File: src/rtl/riscv_pkg.sv
// Shared RISC-V core definitions: canonical NOP, fetch fault codes and fetch FSM states.
package riscv_pkg;

    localparam logic [31:0] NOP            = 32'h0000_0013;

    localparam logic [1:0]  FAULT_OK       = 2'b00;
    localparam logic [1:0]  FAULT_MISALIGN = 2'b01;
    localparam logic [1:0]  FAULT_RANGE    = 2'b10;

    typedef enum logic {
        CLEAR,
        RUN
    } fetch_state_e;

endpackage

File: src/rtl/imem_fetch_if.sv
// Fetch request/response handshake between the PC stage (master) and instruction memory (slave).
interface imem_fetch_if #(
    parameter int DATA_W = 32,
    parameter int ADDR_W = 32
);
    logic              req_valid;
    logic              req_ready;
    logic [ADDR_W-1:0] req_addr;
    logic              resp_valid;
    logic              resp_ready;
    logic [DATA_W-1:0] resp_instr;
    logic [1:0]        resp_fault;

    modport master (
        output req_valid, req_addr, resp_ready,
        input  req_ready, resp_valid, resp_instr, resp_fault
    );

    modport slave (
        input  req_valid, req_addr, resp_ready,
        output req_ready, resp_valid, resp_instr, resp_fault
    );
endinterface

File: src/rtl/imem_ram.sv
// Simple dual-port word array: one write port, one registered read port (read-before-write).
module imem_ram #(
    parameter int DATA_W = 32,
    parameter int DEPTH  = 64,
    parameter int IDX_W  = $clog2(DEPTH)
) (
    input  logic              clk,
    input  logic              we,
    input  logic [IDX_W-1:0]  waddr,
    input  logic [DATA_W-1:0] wdata,
    input  logic              re,
    input  logic [IDX_W-1:0]  raddr,
    output logic [DATA_W-1:0] rdata
);
    logic [DATA_W-1:0] mem [DEPTH];

    // rdata only moves when re is set, so it doubles as the held response word.
    always_ff @(posedge clk) begin
        if (we) mem[waddr] <= wdata;
        if (re) rdata      <= mem[raddr];
    end
endmodule

File: src/rtl/imem_fetch.sv
// Instruction memory with a write-only load port and a 1-cycle valid/ready fetch port.
module imem_fetch
    import riscv_pkg::*;
#(
    parameter int DATA_W = 32,
    parameter int ADDR_W = 32,
    parameter int DEPTH  = 64
) (
    input  logic              clk,
    input  logic              rst_n,
    input  logic              load_en,
    input  logic [ADDR_W-1:0] load_addr,
    input  logic [DATA_W-1:0] load_data,
    output logic              load_err,
    output logic              busy,
    imem_fetch_if.slave       fetch
);
    localparam int                IDX_W = $clog2(DEPTH);
    localparam logic [DATA_W-1:0] NOP_W = DATA_W'(NOP);

    fetch_state_e      state, state_nx;
    logic [IDX_W-1:0]  clr_cnt, clr_cnt_nx;
    logic              ram_we;
    logic [IDX_W-1:0]  ram_waddr;
    logic [DATA_W-1:0] ram_wdata;
    logic [DATA_W-1:0] ram_rdata;
    logic              load_bad;
    logic              req_misalign, req_range, accept;
    logic [1:0]        req_fault;
    logic              resp_ok;

    assign load_bad     = (|load_addr[1:0]) || (|load_addr[ADDR_W-1:IDX_W+2]);
    assign req_misalign = |fetch.req_addr[1:0];
    assign req_range    = |fetch.req_addr[ADDR_W-1:IDX_W+2];
    assign req_fault    = req_misalign ? FAULT_MISALIGN :
                          req_range    ? FAULT_RANGE    : FAULT_OK;

    assign busy            = (state == CLEAR);
    assign fetch.req_ready = (state == RUN) && (!fetch.resp_valid || fetch.resp_ready);
    assign accept          = fetch.req_valid && fetch.req_ready;

    always_ff @(posedge clk or negedge rst_n) begin
        if (!rst_n) begin
            state   <= CLEAR;
            clr_cnt <= '0;
        end else begin
            state   <= state_nx;
            clr_cnt <= clr_cnt_nx;
        end
    end

    // The clear sweep owns the write port; loads only reach it in RUN.
    always_comb begin
        state_nx   = state;
        clr_cnt_nx = clr_cnt;
        ram_we     = 1'b0;
        ram_waddr  = load_addr[IDX_W+1:2];
        ram_wdata  = load_data;
        case (state)
            CLEAR: begin
                ram_we     = 1'b1;
                ram_waddr  = clr_cnt;
                ram_wdata  = NOP_W;
                clr_cnt_nx = clr_cnt + 1'b1;
                if (clr_cnt == IDX_W'(DEPTH - 1)) state_nx = RUN;
            end
            RUN: begin
                ram_we = load_en && !load_bad;
            end
        endcase
    end

    imem_ram #(
        .DATA_W(DATA_W),
        .DEPTH (DEPTH)
    ) u_ram (
        .clk  (clk),
        .we   (ram_we),
        .waddr(ram_waddr),
        .wdata(ram_wdata),
        .re   (accept),
        .raddr(fetch.req_addr[IDX_W+1:2]),
        .rdata(ram_rdata)
    );

    always_ff @(posedge clk or negedge rst_n) begin
        if (!rst_n) begin
            fetch.resp_valid <= 1'b0;
            fetch.resp_fault <= FAULT_OK;
            resp_ok          <= 1'b0;
        end else if (accept) begin
            fetch.resp_valid <= 1'b1;
            fetch.resp_fault <= req_fault;
            resp_ok          <= (req_fault == FAULT_OK);
        end else if (fetch.resp_ready) begin
            fetch.resp_valid <= 1'b0;
        end
    end

    // Faulted or reset responses substitute NOP for the (unreset) RAM read register.
    assign fetch.resp_instr = resp_ok ? ram_rdata : NOP_W;

    always_ff @(posedge clk or negedge rst_n) begin
        if (!rst_n) load_err <= 1'b0;
        else        load_err <= (state == RUN) && load_en && load_bad;
    end
endmodule

File: src/flat_wrapper.sv
// flat-port wrapper written by rule: the top's interface ports become plain ports
module imem_fetch_flat import riscv_pkg::*;
#(
    parameter int DATA_W = 32,
    parameter int ADDR_W = 32,
    parameter int DEPTH  = 64
)
  (clk, rst_n, load_en, load_addr, load_data, load_err, busy, fetch_req_valid, fetch_req_addr, fetch_resp_ready, fetch_req_ready, fetch_resp_valid, fetch_resp_instr, fetch_resp_fault);
  imem_fetch_if #(.DATA_W(DATA_W), .ADDR_W(ADDR_W)) fetch_i ();
  input  logic clk;
  input  logic rst_n;
  input  logic load_en;
  input  logic [ADDR_W-1:0] load_addr;
  input  logic [DATA_W-1:0] load_data;
  output logic load_err;
  output logic busy;
  input wire logic [$bits(fetch_i.req_valid)-1:0] fetch_req_valid;
  input wire logic [$bits(fetch_i.req_addr)-1:0] fetch_req_addr;
  input wire logic [$bits(fetch_i.resp_ready)-1:0] fetch_resp_ready;
  output wire logic [$bits(fetch_i.req_ready)-1:0] fetch_req_ready;
  output wire logic [$bits(fetch_i.resp_valid)-1:0] fetch_resp_valid;
  output wire logic [$bits(fetch_i.resp_instr)-1:0] fetch_resp_instr;
  output wire logic [$bits(fetch_i.resp_fault)-1:0] fetch_resp_fault;
  assign fetch_i.req_valid = fetch_req_valid;
  assign fetch_i.req_addr = fetch_req_addr;
  assign fetch_i.resp_ready = fetch_resp_ready;
  assign fetch_req_ready = fetch_i.req_ready;
  assign fetch_resp_valid = fetch_i.resp_valid;
  assign fetch_resp_instr = fetch_i.resp_instr;
  assign fetch_resp_fault = fetch_i.resp_fault;
  imem_fetch #(.DATA_W(DATA_W), .ADDR_W(ADDR_W), .DEPTH(DEPTH)) u_core (.clk(clk), .rst_n(rst_n), .load_en(load_en), .load_addr(load_addr), .load_data(load_data), .load_err(load_err), .busy(busy), .fetch(fetch_i));
endmodule
File: config.mk
export PLATFORM = sky130hd
export DESIGN_NAME = imem_fetch_flat
export DESIGN_NICKNAME = d
export VERILOG_FILES = /design/src/rtl/riscv_pkg.sv /design/src/rtl/imem_fetch_if.sv /design/src/rtl/imem_ram.sv /design/src/rtl/imem_fetch.sv /design/src/flat_wrapper.sv
export SDC_FILE = /design/constraint.sdc
export NUM_CORES = 2
export LEC_CHECK = 0
export ABC_AREA = 1
export ABC_CLOCK_PERIOD_IN_PS = 4750
export BUFFER_PORTS_ARGS = -buffer_cell sky130_fd_sc_hd__buf_4
export CORE_MARGIN = 4
export CORE_UTILIZATION = 45
export DETAILED_ROUTE_END_ITERATION = 10
export SLEW_MARGIN = 20
export SYNTH_ARGS = -nofsm -noshare
export SYNTH_HDL_FRONTEND = slang
export SYNTH_HIERARCHICAL = 1
export SYNTH_SLANG_ARGS = --single-unit
File: constraint.sdc
create_clock -name clk -period 4.75 [get_ports clk]
set_input_delay 0.475 -clock clk [delete_from_list [all_inputs] [get_ports clk]]
set_output_delay 0.475 -clock clk [all_outputs]
set_load 0.1 [all_outputs]
-- Word-level counts from Yosys, hierarchy flattened
Memories as Yosys holds them, arrays and structs flattened. A register that Yosys moved wholly into a read port is not among the register bits.
Index checks and enable logic that the tools add are counted.
- add/subtract/negate cells: 1
- muxes and demuxes: 12
- reduce and logical (&&, ||, !) cells: 15
- equality and inequality tests: 1
- bitwise logic cells: 1
- operators with widths (cell ; count):
    32-bit 2-to-1 mux ; 2
    24-bit OR reduction ; 2
    6-bit by 1-bit adder with 6-bit output (second input constant) ; 1
    6-bit == test (second input constant) ; 1
    1-bit 2-to-1 mux ; 6
    6-bit 2-to-1 mux ; 1
    1-bit logical AND ; 5
    2-bit 2-to-1 mux ; 2
    2-bit OR reduction ; 2
    1-bit zero test ; 2
    2-bit zero test ; 1
    1-bit logical OR ; 2
    1-bit one-hot mux with 2 select lines ; 1
    2-bit nonzero test ; 1
    1-bit inverter ; 1
- memories: 1
- output and inout port bits: 38
- flip-flop bits (word level): 12
- RAM bits: 2048
- logic and storage cells: 37
- input port bits: 101
- memories (name ; depth ; width ; rd ports ; clocked after Yosys merged registers in ; wr ports ; line ; text):
    u_core.u_ram.mem ; 64 ; 32 ; 1 ; 1 ; 1 ; imem_ram.sv:15 ; logic [DATA_W-1:0] mem [DEPTH];

-- Longest topological paths before layout
- depth after elaboration: 7
- gate-level depth with buffers: 13

-- By module
Netlist, hierarchy kept.
- modules (own cells, without submodules) (module ; instances ; cells each ; seq. area each (µm²) ; area an instance (µm²)):
    imem_ram ; 1 ; 6769 ; 62459.9 ; 83058.4
    imem_fetch ; 1 ; 252 ; 300.3 ; 1328.8

-- Worst setup path before layout
Ideal clock, no wire load.
- path type: input -> register
- from: input load_addr[9]
- to: memory u_core.u_ram.mem[48][0] (enable)
- slack: -0.274 ns
- arrival: 4.521 ns
- buffers on the path: 1
- stages: 8
- setup time: 0.503 ns
- path through: nor2_1 > nand2_1 > nor2_1 > nand4_1 > nand2_1 > clkbuf_1 > nand4_1 > nor4_1
- word-level cells in the longest chain between the ends: 7
- RTL lines (element ; line ; text):
    start, declared ; flat_wrapper.sv:13 ; input logic [ADDR_W-1:0] load_addr;
    24-bit OR reduction ; imem_fetch.sv:32 ; assign load_bad = (|load_addr[1:0]) || (|load_addr[ADDR_W-1:IDX_W+2]);
    1-bit logical OR ; imem_fetch.sv:32 ;
    1-bit zero test ; imem_fetch.sv:68 ; ram_we = load_en && !load_bad;
    1-bit logical AND ; imem_fetch.sv:68 ;
    1-bit one-hot mux with 2 select lines ; imem_fetch.sv:59 ; case (state)
    via u_core.ram_we ; imem_fetch.sv:23 ; logic ram_we;
    1-bit 2-to-1 mux ; imem_ram.sv:19 ; if (we) mem[waddr] <= wdata;
    1-bit 2-to-1 mux (implied by the code) ; imem_ram.sv:19 ;
    end, declared ; imem_ram.sv:15 ;
The timed path passes the listed nets, and every way through them passes these cells.

-- Worst setup path in the final report
- from: register u_core.state
- to: memory u_core.u_ram.mem[10][17] (enable)
- elaborated cells between the ends (all ways): 5
- those cells by class: mux: 4; bitwise: 1
- RTL lines (element ; line ; text):
    start, declared ; imem_fetch.sv:21 ; fetch_state_e state, state_nx;
    start signal, assigned ; imem_fetch.sv:47 ; state <= state_nx;
    6-bit 2-to-1 mux ; imem_fetch.sv:59 ;
    via u_core.ram_waddr[5] ; imem_fetch.sv:24 ; logic [IDX_W-1:0] ram_waddr;
The timed path passes the listed nets, and every way through them passes these cells.

==> results.toml <==
[status]
status = "complete, no violations"

[synth]
avgSynthCellArea_sq_um = 12.0
synth_area_sq_um = 84400
synth-seq-area-share_pct = 74.4
synth-edff-count = 2080
syn_nets = 7123
synthFlopType = "edfxtp_1"
synth_area_leader_cell = "edfxtp_1"
yosysMostFrequentCell = "nand2_1"
yosys_warnings = 6
yosysUniqueCellTypes = 29
ys_ff_latch = 2092
async_flop_share_pct = 0.574
synth_cells = 7021
synth_common_cells = "nand2_1, edfxtp_1, nand3_1"
synth_top_area_share_pct = 74.0
synthTopCellsByArea = "edfxtp_1, nand3_1, nand2_1"

[placement]
port_buffers = 138
placed_cells = 9373
placed_area_sq_um = 88600
gp_congestion = 0.872
dp_hpwl_mm = 134

[pwr]
ir_drop_uv = 428
p_leak_uw = 0.0326
power.density_nw_per_um2 = 394
total_power_uw = 37500

[cts]
postCtsSetupBuffers = 0
cts_buffer_depth = 3
htree_levels = 4
clock-root-buffer = "clkbuf_16"
path_clk_slew_ps = 60
cts.sinks = 2092
cts_tree = "built"
cts_buffers = 205
cts_resized = 0
clk_latency_ps = 840

[setup_path]
reg2reg_depth = 6
crit_path_end_kind = "register"
crit_family = "simple AND/OR/NAND/NOR gates"
arrival_ps = 4230
required_ps = 5240
critPathBufInv = 3
critPathKind = "reg2reg"
cp_cell_sequence = "buf_4 -> o21ai_0 -> inv_1 -> nand3_1 -> nor2_4 -> buf_4"
r2r-end = "u_core/u_ram/mem[10][17]$_DFFE_PP_"
cp_max_fo = 41
slowest_stage = "nor2_4"
rrSetupSlack_ps = 1010
worst_setup_path_start_kind = "register"
cpPeakStageDelay_ps = 690
cp_num_cells = 6
r2r-start = "u_core/state$_DFF_PN0_"
crit_top_cell = "buf_4"

[timing]
finClkSkew_ps = 23.2
setup_violations = 0
setup_tns_ps = 0
rsz0062_at_grt = "no"
maxSlewHeadroom_pct = 28.9
tightest_slew_ps = 1070
max_freq_mhz = 268
min_period_over_period_pct = 78.6
report.final.hold_viol_count = 0
slew_violations = 0
finalCriticalPeriod_ps = 3740

[routing]
dr.pass1.iters = 6
vias = 55418
wl_mm = 248
wl_per_cell_um = 25.4
routed_via_density = 5.68
drtAntennaViolNets = 0
first_iter_violations = 6388
route.detailed.drc = 0

[floorplanning]
coreArea_sq_um = 186000
num_rows = 158
dieArea_sq_um = 195000
start_util_pct = 45.4
die_h_um = 441
die_w_um = 441
ios = 139

[grt]
antenna_found_initial = 10
use_met2_pct = 40.5
grtUsageMet1_pct = 34.7
grt_max_degree = 180
grt_usage_pct = 25.2
grt_pass1_vias = 52661
top_usage_layer = "met2"
overflow = 0
use_met3_pct = 3.26
grt_pass1_wl_mm = 359

[layout]
finish.utilization_pct = 51.1
fin_area_sq_um = 95000
syn_to_final_growth_pct = 12.6
drive_gt1_share_pct = 9.69
final_cells = 9756
nets = 7215

[flow_run]
cap_violations = 0

[worst_hold_path]
holdPathStages = 7
hold_start = "load_addr[27]"
min_path_type = "in2reg"
hold_path_end = "u_core/load_err$_DFF_PN0_"
==> state kept, by name (all words and copies together), names as in the netlist <==
| name | flops |
|---|---|
| u_core/resp_ok | 1 |
| u_core/u_ram/mem | 2048 |
| u_core/state | 1 |
| u_core/fetch.resp_fault | 2 |
| u_core/load_err | 1 |
| u_core/fetch.resp_valid | 1 |
| u_core/clr_cnt | 6 |
| u_core/u_ram/rdata | 32 |
==> layer usage <==
| layer | vias up | routed length (um) |
|---|---|---|
| met3 | 443 | 18500 |
| met4 | 0 | 10500 |
| met5 | - | 0 |
| li1 | 25045 | - |
| met1 | 27470 | 99800 |
| met2 | 2460 | 119000 |
==> worst max path at each step <==
| stage | slack, ps | from | endpoint |
|---|---|---|---|
| after floorplan | -270 | load_addr[9] | u_core/u_ram/mem[48][0]$_DFFE_PP_ |
| after global placement | 1160 | u_core/state$_DFF_PN0_ | u_core/u_ram/mem[10][5]$_DFFE_PP_ |
| after detailed placement | 1060 | u_core/state$_DFF_PN0_ | u_core/u_ram/mem[10][5]$_DFFE_PP_ |
| after CTS | 1050 | u_core/state$_DFF_PN0_ | u_core/u_ram/mem[10][17]$_DFFE_PP_ |
| after global routing | 850 | u_core/state$_DFF_PN0_ | u_core/u_ram/mem[10][5]$_DFFE_PP_ |
| final | 1010 | u_core/state$_DFF_PN0_ | u_core/u_ram/mem[10][17]$_DFFE_PP_ |
==> what timing repair did <==
| action | 4_1_cts | 5_1_grt |
|---|---|---|
| hold endpoints to repair | 17 | 0 |
| hold buffers | 13 | 0 |
| endpoints found under the setup margin | 0 | 0 |
==> per-stage QoR <==
step,hold slack (ps),setup slack (ps)
after floorplan,179,-274
after global placement,324,1160
after detailed placement,332,1060
after CTS,9.83,1050
after global routing,67.8,848
final,61.9,1010
==> cell type report <==
cell class	count	area [sq um]
antenna	1	2.50
clock inverter	104	811
sequential	2092	62800
multi-input combinational	4389	19500
fill	15937	91000
clock buffer	265	5460
inverter	81	360
timing repair buffer	344	3070
tap	2480	3100
==> placed cells by master, fill, tap and decap left out, types with 12 or more instances in the layout <==
cell type / Yosys / layout
clkbuf_1: 77 / 55
clkinv_1: 0 / 48
dlygate4sd3_1: 0 / 13
dfrtp_1: 12 / 12
nor2_4: 0 / 56
edfxtp_1: 2080 / 2080
buf_4: 45 / 293
nand2_1: 2351 / 2351
inv_2: 2 / 22
clkinv_2: 0 / 38
buf_12: 0 / 34
inv_1: 77 / 45
nor2_1: 91 / 35
clkbuf_16: 0 / 210
nand3_1: 1909 / 1909
==> where the power goes <==
group | internal, uW | total (uW) | switching, uW | leakage, uW
logic | 597 | 2070 | 1480 | 0.0149
clock network | 8570 | 15400 | 6820 | 0.00307
registers | 20000 | 20000 | 0 | 0.0146
total | 29200 | 37500 | 8300 | 0.0326
==> cell families after synthesis <==
logic type / count (synthesis) / share of synthesized area [%]
simple gates: 4379 / 22.4
flops: 2092 / 74.4
buf+inv: 540 / 3.11
xor+xnor: 5 / 0.0519
fa+ha+maj: 1 / 0.0148
compound gates: 4 / 0.0267
==> worst min-delay path, stage by stage <==
cell and delay, ps:
buf_4 80, nor2_1 30, nand2_1 50, nor2_1 50, nand2_1 50, nor2_1 40
nor2_1 80
No activity file was read; power rests on OpenSTA's default activity.
